File: src/rtl/serial_subtractor_pkg.sv
// Shared definitions for the bit-serial subtractor: FSM state encoding and default width.
package serial_subtractor_pkg;

  localparam int DEFAULT_WIDTH = 8;

  typedef enum logic [1:0] {
    IDLE  = 2'd0,
    SHIFT = 2'd1,
    DONE  = 2'd2
  } state_e;

endpackage

File: src/rtl/full_subtractor.sv
// One-bit full subtractor: x - y - b_in, producing a difference bit and a borrow-out.
module full_subtractor (
  input  logic x,
  input  logic y,
  input  logic b_in,
  output logic diff,
  output logic b_out
);

  assign diff  = x ^ y ^ b_in;
  assign b_out = (~x & y) | (~(x ^ y) & b_in);

endmodule

File: src/rtl/serial_subtractor.sv
// Bit-serial subtractor: accepts a, b, b_in, then walks the operands LSB first through a
// single full subtractor, one bit per clock, and presents diff/b_out until consumed.
module serial_subtractor
  import serial_subtractor_pkg::*;
#(
  parameter int WIDTH = DEFAULT_WIDTH
) (
  input  logic             clk,
  input  logic             rst,
  input  logic             in_valid,
  output logic             in_ready,
  input  logic [WIDTH-1:0] a,
  input  logic [WIDTH-1:0] b,
  input  logic             b_in,
  output logic             out_valid,
  input  logic             out_ready,
  output logic [WIDTH-1:0] diff,
  output logic             b_out,
  output logic             busy
);

  // Counter must hold WIDTH itself after the last increment, so it never wraps.
  localparam int               CNT_W    = $clog2(WIDTH + 1);
  localparam logic [CNT_W-1:0] LAST_BIT = CNT_W'(WIDTH - 1);

  state_e           state_q, state_d;
  logic [WIDTH-1:0] a_q, a_d, b_q, b_d, res_q, res_d;
  logic [CNT_W-1:0] cnt_q, cnt_d;
  logic             br_q, br_d;
  logic             out_valid_q, out_valid_d;
  logic             in_ready_q, in_ready_d;
  logic             busy_q, busy_d;
  logic             b_out_q, b_out_d;
  logic             bit_diff, bit_borrow;

  full_subtractor u_fs (
    .x     (a_q[0]),
    .y     (b_q[0]),
    .b_in  (br_q),
    .diff  (bit_diff),
    .b_out (bit_borrow)
  );

  always_comb begin
    state_d     = state_q;
    a_d         = a_q;
    b_d         = b_q;
    res_d       = res_q;
    cnt_d       = cnt_q;
    br_d        = br_q;
    out_valid_d = out_valid_q;
    in_ready_d  = in_ready_q;
    busy_d      = busy_q;
    b_out_d     = b_out_q;
    unique case (state_q)
      IDLE: begin
        if (in_valid && in_ready_q) begin
          a_d        = a;
          b_d        = b;
          br_d       = b_in;
          cnt_d      = '0;
          state_d    = SHIFT;
          in_ready_d = 1'b0;
          busy_d     = 1'b1;
        end
      end
      SHIFT: begin
        a_d              = a_q >> 1;
        b_d              = b_q >> 1;
        res_d            = res_q >> 1;
        res_d[WIDTH-1]   = bit_diff;
        br_d             = bit_borrow;
        cnt_d            = cnt_q + CNT_W'(1);
        if (cnt_q == LAST_BIT) begin
          state_d     = DONE;
          out_valid_d = 1'b1;
          b_out_d     = bit_borrow;
        end
      end
      DONE: begin
        if (out_ready) begin
          state_d     = IDLE;
          out_valid_d = 1'b0;
          busy_d      = 1'b0;
          in_ready_d  = 1'b1;
        end
      end
      default: state_d = IDLE;
    endcase
  end

  always_ff @(posedge clk) begin
    if (rst) begin
      state_q     <= IDLE;
      res_q       <= '0;
      cnt_q       <= '0;
      br_q        <= 1'b0;
      out_valid_q <= 1'b0;
      in_ready_q  <= 1'b1;
      busy_q      <= 1'b0;
      b_out_q     <= 1'b0;
    end else begin
      state_q     <= state_d;
      res_q       <= res_d;
      cnt_q       <= cnt_d;
      br_q        <= br_d;
      out_valid_q <= out_valid_d;
      in_ready_q  <= in_ready_d;
      busy_q      <= busy_d;
      b_out_q     <= b_out_d;
    end
  end

  // Operand shift registers are pure data; a stale value is harmless once IDLE.
  always_ff @(posedge clk) begin
    a_q <= a_d;
    b_q <= b_d;
  end

  assign in_ready  = in_ready_q;
  assign out_valid = out_valid_q;
  assign busy      = busy_q;
  assign diff      = res_q;
  assign b_out     = b_out_q;

endmodule

File: config.mk
export PLATFORM = sky130hd
export DESIGN_NAME = serial_subtractor
export DESIGN_NICKNAME = d
export VERILOG_FILES = /design/src/rtl/serial_subtractor_pkg.sv /design/src/rtl/full_subtractor.sv /design/src/rtl/serial_subtractor.sv
export SDC_FILE = /design/constraint.sdc
export NUM_CORES = 1
export LEC_CHECK = 0
export ABC_AREA = 1
export BUFFER_PORTS_ARGS = -buffer_cell sky130_fd_sc_hd__buf_2
export CAP_MARGIN = 10
export CELL_PAD_IN_SITES_DETAIL_PLACEMENT = 0
export CELL_PAD_IN_SITES_GLOBAL_PLACEMENT = 2
export CORE_MARGIN = 2
export CORE_UTILIZATION = 33
export CTS_CLUSTER_DIAMETER = 150
export DETAILED_ROUTE_END_ITERATION = 7
export PLACE_DENSITY = 0.87
export SLEW_MARGIN = 40
export SYNTH_ARGS = -nofsm -noshare
export SYNTH_HDL_FRONTEND = slang
export SYNTH_SLANG_ARGS = --single-unit
File: constraint.sdc
create_clock -name clk -period 3.2 [get_ports clk]
set_input_delay 0.16 -clock clk [delete_from_list [all_inputs] [get_ports clk]]
set_output_delay 0.16 -clock clk [all_outputs]
set_load 0.02 [all_outputs]
======== Word-level counts from Yosys, hierarchy flattened ========
Index checks and enable logic that the tools add are counted.
storage, ports and cells
  bits in registers ....................... 35
  bits of input ports ..................... 21
  output and inout port bits .............. 12
  word-level logic and storage cells ...... 54
cells by class
  $add $sub $neg .......................... 1
  eq/ne operators ......................... 6
  multiplexer cells ....................... 20
  bitwise logic cells ..................... 7
  reductions and logical operators ........ 10
operator list
  operator                                       number
  one-hot mux 8 bit (2 select lines)             2
  2-to-1 mux 8 bit                               2
  AND reduction 3 bit                            3
  one-hot mux 1 bit (2 select lines)             4
  one-hot mux 4 bit (2 select lines)             1
  2-to-1 mux 1 bit                               6
  2-to-1 mux 2 bit                               3
  inequality test 2 bit, second input constant   3
  one-hot mux 2 bit (3 select lines)             1
  nonzero test 2 bit                             3
  adder 4 x 1 -> 4 bit, second input constant    1
  == test 4 x 3 -> 1 bit, second input constant  1
  2-to-1 mux 4 bit                               1
  AND reduction 2 bit                            2
  bitwise AND 1 bit                              2
  == test 2 x 1 -> 1 bit, second input constant  1
  == test 2 bit, second input constant           1
  zero test 2 bit                                1
  inverter 1 bit                                 2
  XOR 1 bit                                      2
  logical AND 1 bit                              1
  bitwise OR 1 bit                               1

======== Longest topological paths before layout ========
Gate-level depths: netlist of the first run.
  depth in word-level cells ............... 5
  depth in mapped cells ................... 7
  depth with buffers taken out ............ 7

======== Modules after synthesis ========
Synthesis of the first run repeated with hierarchy kept, for this count alone.
unflattened totals
  cell total of the unflattened synthesis .. 171
  area, all modules ....................... 1473.9 um^2
by module, submodules not included
  module             instances  cells each  area an instance (um^2)  sequential area each (um^2)
  serial_subtractor  1          167         1442.6                   860.8
  full_subtractor    1          4           31.3                     0.0

======== Least setup slack after synthesis of the first run ========
OpenSTA, ideal clock, no wires.
  path type ............................... register to register
  from .................................... reg in_ready_q, in the netlist in_ready
  to ...................................... reg a_q[0] (enable)
  setup time .............................. 341 ps
  arrival ................................. 917 ps
  data required time ...................... 2859 ps
  path slack .............................. 1942 ps
  stages on the path, launching flop included .. 5
  path buffers ............................ 0
  period minus slack after synthesis ...... 1258 ps
  cells stage by stage .................... dfxtp_1 > nand2_1 > inv_1 > nand2_2 > nand2_2
between the ends
  word-level cells in the longest chain between the ends .. 3
RTL lines
  item                                    line                      text
  start, declared                         serial_subtractor.sv:31   logic in_ready_q, in_ready_d;
  start signal, assigned                  serial_subtractor.sv:108  in_ready_q <= in_ready_d;
  logical AND 1 bit                       serial_subtractor.sv:57   if (in_valid && in_ready_q) begin
  inequality test 2 bit (no source line)  n/a
  AND reduction 2 bit (no source line)    n/a
  end signal, assigned                    serial_subtractor.sv:116  a_q <= a_d;
  end, declared                           serial_subtractor.sv:27   logic [WIDTH-1:0] a_q, a_d, b_q, b_d, res_q, res_d;
No other way between the ends.
A chain may end at the register's enable or synchronous reset.

======== Worst setup path in the final report of the first run ========
  from .................................... reg state_q[1]
  to ...................................... reg a_q[6] (data pin)
between the ends
  word-level cells in the longest chain between the ends .. 2
  elaborated cells on any way between the ends .. 3
RTL lines
  item                                                              line                      text
  start, declared                                                   serial_subtractor.sv:26   state_e state_q, state_d;
  start signal, assigned                                            serial_subtractor.sv:103  state_q <= state_d;
  == test 2 x 1 -> 1 bit / zero test 2 bit (equally long branches)  serial_subtractor.sv:55   unique case (state_q)
  one-hot mux 8 bit (2 select lines) (*)                            serial_subtractor.sv:55
  via a_d[6]                                                        serial_subtractor.sv:27
Mark *: on every way through the listed nets, which the timed path passes. The rest lies on a longest branch.

==> out/qor.txt, run 1 <==
status = finished clean
Comb pwr share = 0.143
Die X = 70.8 um
fraction of layout instances using a drive strength above 1 = 0.219
Post-synth top cells = nand2_1 (56), nor2_1 (20), dfxtp_1 (19)
Synthesis Warnings = 0
crit path cell chain = inv_1 -> nand2_2 -> inv_2 -> nand2_1 -> nand2_1
CTS Buffer Depth = 2
Syn Nets = 192
most frequent CP cell = nand2_1
Syn Inst Count = 169
Worst setup SP type = flop
largest area contributor in the netlist = edfxtp_1
FF-to-FF setup slack = 1.58 ns
Slew Viols, Final = 0
# DRC = 0
Synth area leaders = edfxtp_1 (33%), dfxtp_1 (26%), nand2_1 (14%)
post_cts resized = 0
Non-Filler Instances = 253
Starting Density = 0.341
CTS Sinks = 35
FF-to-FF Start = state_q[1]
slowest stage delay, CP = 0.39 ns
vias in the first global route = 1117
Pwr Density = 573 mW/mm^2
Routed WL = 2740 um
via density per instance = 4.57
register area share after synthesis = 0.584
Critical Path AT = 1.67 ns
CTS clk-pin slew, worst paths = 0.07 ns
Num CTS Buffers = 5
VDD IR max = 0.260 mV
Root Driver = clkbuf_8
post-synthesis register bit count = 35
Worst Skew = 0.00330 ns
CTS Hold Buffers Added = 0
H-tree levels = 2
fmax = 0.616 GHz
Switching Share = 0.270
Slowest-stage cell, CP = nand2_2
Switching Power = 266 uW
area grow syn2layout = 16.6%
crit path from = state_q[1]
CTS tree = yes
hold crit path type = in -> reg
row cnt = 24
Async SR Flop Fraction = 0
first-pass GRT wire length = 4760 um
PortBufs = 32
total grt overflow = 0
count leader, synth = nand2_1
die area = 0.00502 sq mm
crit path time final = 1.62 ns
pin count of the biggest net entering global routing = 31
DR iter-0 viols = 65
hold path startpoint = b[4]
TritonRoute pass-1 iters = 4
DRT antenna net count = 0
RSZ-0062 raised after global routing = false
top_reg_cell synth = dfxtp_1
via count = 1155
GPL Wtd Cong = 0.728
Max-slew headroom = 0.654
GRT Total Usage = 0.120
share of power burned in registers = 0.553
Max Cap Viol = 0
slew at the pin closest to its max-slew limit = 0.517 ns
Post-synth EDFFs = 16
P_leak = 0.802 nW
Avg Inst Size Synth = 8.72 sq um
HPWL Detailed = 1850 um
antenna violations before repair = 0
Clock Latency Late Sink = 0.28 ns
Hold Fails Final Rpt = 0
Worst Setup End Kind = flop
DR WL/cell = 10.8 um
Setup Crit Path Kind = reg -> reg
post-CTS setup buffer count = 0
top cell type's share of synthesized area = 0.326
Cell Area, Synth = 0.00147 sq mm
Final setup viols = 0
CP Max Fanout = 30
setup_tns = 0 ns
I/O pin total = 33
CORE AREA = 0.00432 sq mm
die height = 70.8 um
Final nets = 223
ANT cells = 0
Distinct cells, synth = 20
Clock power frac = 0.303
Int Pwr = 719 uW
Worst EP required = 3.24 ns
crit share post-route = 0.507
Inst Count DP = 245
==> logic make-up after synthesis <==
kind of cell,after synthesis,synth area share
flops,35,0.584
fa+ha+maj,2,0.0221
simple gates,92,0.254
compound gates,20,0.0679
buf+inv,20,0.0721
==> state kept, by name, indices dropped and copies added, names as in the netlist <==
signal and count:
a_q 8, b_out 1, b_q 8, br_q 1, busy 1, cnt_q 4, diff 8, in_ready 1
out_valid 1, state_q 2
==> cell type report <==
cell class / instances / area [sq um]
repair buffers: 32 / 160
clock inverters: 2 / 7.51
clock buffers: 6 / 72.6
fillers: 455 / 2610
multi-input cells: 114 / 507
inverters: 12 / 45.0
well taps: 52 / 65.1
flip-flops and latches: 35 / 861
==> stage by stage <==
stage | hold slack, ns | cell area, sq um | total power [mW] | utilization | setup WS (ns)
after global routing | 0.140 | 1720 | 1.04 | 0.397 | 1.38
after global placement | 0.431 | 1640 | 0.695 | 0.379 | 1.58
final | 0.140 | 1720 | 0.985 | 0.397 | 1.58
after detailed placement | 0.433 | 1640 | 0.700 | 0.379 | 1.53
after floorplan | 0.330 | 1470 | 0.661 | - | 1.94
after CTS | 0.131 | 1720 | 1.00 | 0.397 | 1.53
==> routing by layer <==
metal | GRT usage | share of wire | wire, um | up-vias
met5 | 0 | 0 | 0 | -
met4 | 0.0440 | 0.016 | 44 | 0
met3 | 0.0427 | 0.052 | 142 | 5
met2 | 0.209 | 0.48 | 1320 | 30
met1 | 0.136 | 0.45 | 1230 | 518
li1 | - | - | - | 602
==> path summary, 6_finish.rpt <==
kind,end,depth (start not counted)
hold / removal,b_q[4],3
setup / recovery,a_q[6],5
setup reg to reg,a_q[6],5
hold reg to reg,b_out,2
==> critical path: cells and delay by family (launching register included) <==
kind                   cells  cell delay, ns
buffers and inverters      2            0.43
DFF                        1            0.34
and+or+nand+nor            3            0.61
==> power groups by stage <==
stage / Combinational (mW) / Sequential [mW] / Clock, mW
6_report: 0.141 / 0.545 / 0.299
5_1_grt: 0.163 / 0.551 / 0.329
4_1_cts: 0.145 / 0.545 / 0.310
3_5_place_dp: 0.145 / 0.555 / 0
3_3_place_gp: 0.142 / 0.554 / 0
2_1_floorplan: 0.0945 / 0.566 / 0
==> cell usage in the layout (no fill, tap or decap) <==
cell      count
clkinv_1      2
nand3_1       9
o21ai_1       6
nor2_1       20
edfxtp_1     16
nand2_1      56
inv_1        11
o21ai_0       4
clkbuf_8      5
dfxtp_1      19
fa_1          1
or2_2         1
ha_1          1
inv_2         1
buf_2        32
a21oi_1      10
clkbuf_1      1
nand4_1       1
nand2_2       4
nor2_2        1
Power figures use the tool's default switching activity.
==> inputs of run 2 (changes only) <==
--- a/config.mk
+++ b/config.mk
@@ -11,10 +11,10 @@
 export CELL_PAD_IN_SITES_DETAIL_PLACEMENT = 0
 export CELL_PAD_IN_SITES_GLOBAL_PLACEMENT = 2
 export CORE_MARGIN = 2
-export CORE_UTILIZATION = 33
+export CORE_UTILIZATION = 31
 export CTS_CLUSTER_DIAMETER = 150
 export DETAILED_ROUTE_END_ITERATION = 7
-export PLACE_DENSITY = 0.87
+export PLACE_DENSITY = 0.82
 export SLEW_MARGIN = 40
 export SYNTH_ARGS = -nofsm -noshare
 export SYNTH_HDL_FRONTEND = slang
==> constraint.sdc (replaced) <==
create_clock -name clk -period 1.5 [get_ports clk]
set_input_delay 0.075 -clock clk [delete_from_list [all_inputs] [get_ports clk]]
set_output_delay 0.075 -clock clk [all_outputs]
set_load 0.02 [all_outputs]
==> run 2 against run 1 <==
- sequential share of layout area down 1.5 points
- flip-flop and latch count unchanged
- sequential power is 110% higher
- via count down 3.8%
- clock skew grew 0.0026 ns
- fmax is 33% higher
- clock power is 110% higher
- core utilization fell by 1.7 points
- total power up 120%
- global-route usage increased by 0.40 points
==> out/qor.txt, run 2 (same netlist as run 1, synthesis figures left out) <==
Final nets = 228 (+2.2%)
crit-path leading delay family = flip-flops
hold crit path type = in -> reg
DR WL/cell = 10.7 um (-0.88%)
Worst EP required = 1.72 ns (-1.52 ns)
Die X = 73.0 um (+3.0%)
Int Pwr = 1.56 mW (+120%)
total grt overflow = 0 (unchanged)
fmax = 0.817 GHz (+33%)
share of power burned in registers = 0.545 (-0.008)
met1 global-route usage = 0.160 (+0.0236)
# fillers = 491 (+7.9%)
Crit path buffers/inverters = 1 (-1)
fraction of layout instances using a drive strength above 1 = 0.238 (+0.0190)
HPWL Detailed = 1950 um (+5.2%)
most frequent cells in the layout = nand2_1 (56), buf_2 (32), nor2_1 (20), dfxtp_1 (19), edfxtp_1 (16)
Pwr Density = 1200 mW/mm^2 (+110%)
area grow syn2layout = 20.1%
P_leak = 0.831 nW (+3.6%)
DR iter-0 viols = 49 (-25%)
via count = 1111 (-3.8%)
DRT antenna net count = 0 (unchanged)
Routed WL = 2790 um (+1.9%)
status = finished clean
Switching Power = 570 uW (+110%)
Hold Fails Final Rpt = 0 (unchanged)
slew at the pin closest to its max-slew limit = 0.307 ns (-0.210 ns)
Starting Density = 0.316 (-0.0246)
Num CTS Buffers = 5 (unchanged)
GRT Total Usage = 0.124 (+0.00399)
antenna violations before repair = 0 (unchanged)
met2 usage in global routing = 0.174 (-0.0350)
CTS Sinks = 35 (unchanged)
Util after Layout = 0.380 (-0.0174)
ANT cells = 0 (unchanged)
via density per instance = 4.27 (-6.4%)
first-pass GRT wire length = 4830 um (+1.4%)
CTS tree = yes
crit path time final = 1.22 ns (-0.399 ns)
Final setup viols = 0 (unchanged)
Worst setup SP type = flop
Slew Viols, Final = 0 (unchanged)
Clock power frac = 0.298 (-0.005)
commonest non-fill, non-tap cell in the layout = nand2_1
Setup Crit Path Kind = reg -> reg
crit path cell chain = fa_1 -> inv_1 -> nand3_1 -> nand2_1 -> nand2_1 -> a21oi_1
Root Driver = clkbuf_8
Worst Setup End Kind = flop
H-tree levels = 2 (unchanged)
gr busiest metal = met2
CTS clk-pin slew, worst paths = 0.07 ns (about the same)
die area = 0.00532 sq mm (+6.1%)
CTS Hold Buffers Added = 0 (unchanged)
RSZ-0062 raised after global routing = false
GPL Wtd Cong = 0.646 (-11%)
I/O pin total = 33 (unchanged)
post-CTS setup buffer count = 0 (unchanged)
TritonRoute pass-1 iters = 4 (unchanged)
most frequent CP cell = nand2_1
setup_tns = 0 ns (unchanged)
row cnt = 25 (+4.2%)
Clock Latency Late Sink = 0.28 ns (about the same)
grt met3 use = 0.0594 (+0.0167)
CP Max Fanout = 2 (-93%)
post_cts resized = 0 (unchanged)
# DRC = 0 (unchanged)
vias in the first global route = 1074 (-3.8%)
Comb pwr share = 0.157 (+0.014)
pin count of the biggest net entering global routing = 18 (-42%)
CTS Buffer Depth = 2 (unchanged)
Max Cap Viol = 0 (unchanged)
Worst Skew = 0.00591 ns (+0.00261 ns)
PortBufs = 32 (unchanged)
crit share post-route = 0.816 (+0.309)
VDD IR max = 0.488 mV (+87%)
Slowest-stage cell, CP = edfxtp_1
Switching Share = 0.267 (-0.00224)
CORE AREA = 0.00466 sq mm (+7.8%)
die height = 73.0 um (+3.0%)
Critical Path AT = 1.45 ns (-0.22 ns)
Max-slew headroom = 0.795 (+0.141)
slowest stage delay, CP = 0.40 ns (about the same)
## run 2: stage by stage
stage               power, mW  instance area, sq um  setup slack (ns)  std cells  hold WS [ns]
floorplan                1.41                  1470             0.242        169         0.245
global placement         1.52                  1690             0.297        252         0.350
detailed placement       1.53                  1690             0.272        252         0.349
CTS                      2.17                  1770             0.257        260        0.0463
global route             2.27                  1770             0.165        260        0.0552
finish                   2.13                  1770             0.276        260        0.0573
## run 2: per-layer routing
layer  vias to the layer above  share of wire  routed length, um
li1                        612              -                  -
met5                         -              0                  0
met2                        24           0.42               1170
met1                       471           0.51               1420
met3                         4          0.052                146
met4                         0          0.018                 49
## run 2: area by class of cell
cell class,instances,area (sq um),area share
multi-input cells,114,507,0.286
flip-flops and latches,35,861,0.486
inverters,12,45.0,0.0254
clock buffers,6,72.6,0.0410
well taps,54,67.6,0.0382
repair buffers,37,210,0.119
clock inverters,2,7.51,0.00424
## run 2: final timing paths
path,startpoint,end,slack (ns),cells after the start
setup / recovery,a_q[0],br_q,0.28,6
hold / removal,out_ready,state_q[1],0.06,4
setup reg to reg,a_q[0],br_q,0.28,6
hold reg to reg,b_out,b_out,0.47,2
## run 2: worst reg2reg max path, delay by kind of cell (launching register included)
kind	cells	cell delay [ns]
compound gates	1	0.11
buf+inv	1	0.08
fa+ha+maj	1	0.39
flops	1	0.40
simple gates	3	0.18
## run 2: power groups by stage
stage | logic, mW | registers, mW | clock network, mW
floorplan | 0.202 | 1.21 | 0
global placement | 0.340 | 1.18 | 0
detailed placement | 0.342 | 1.18 | 0
CTS | 0.343 | 1.16 | 0.664
global route | 0.386 | 1.17 | 0.712
finish | 0.335 | 1.16 | 0.634
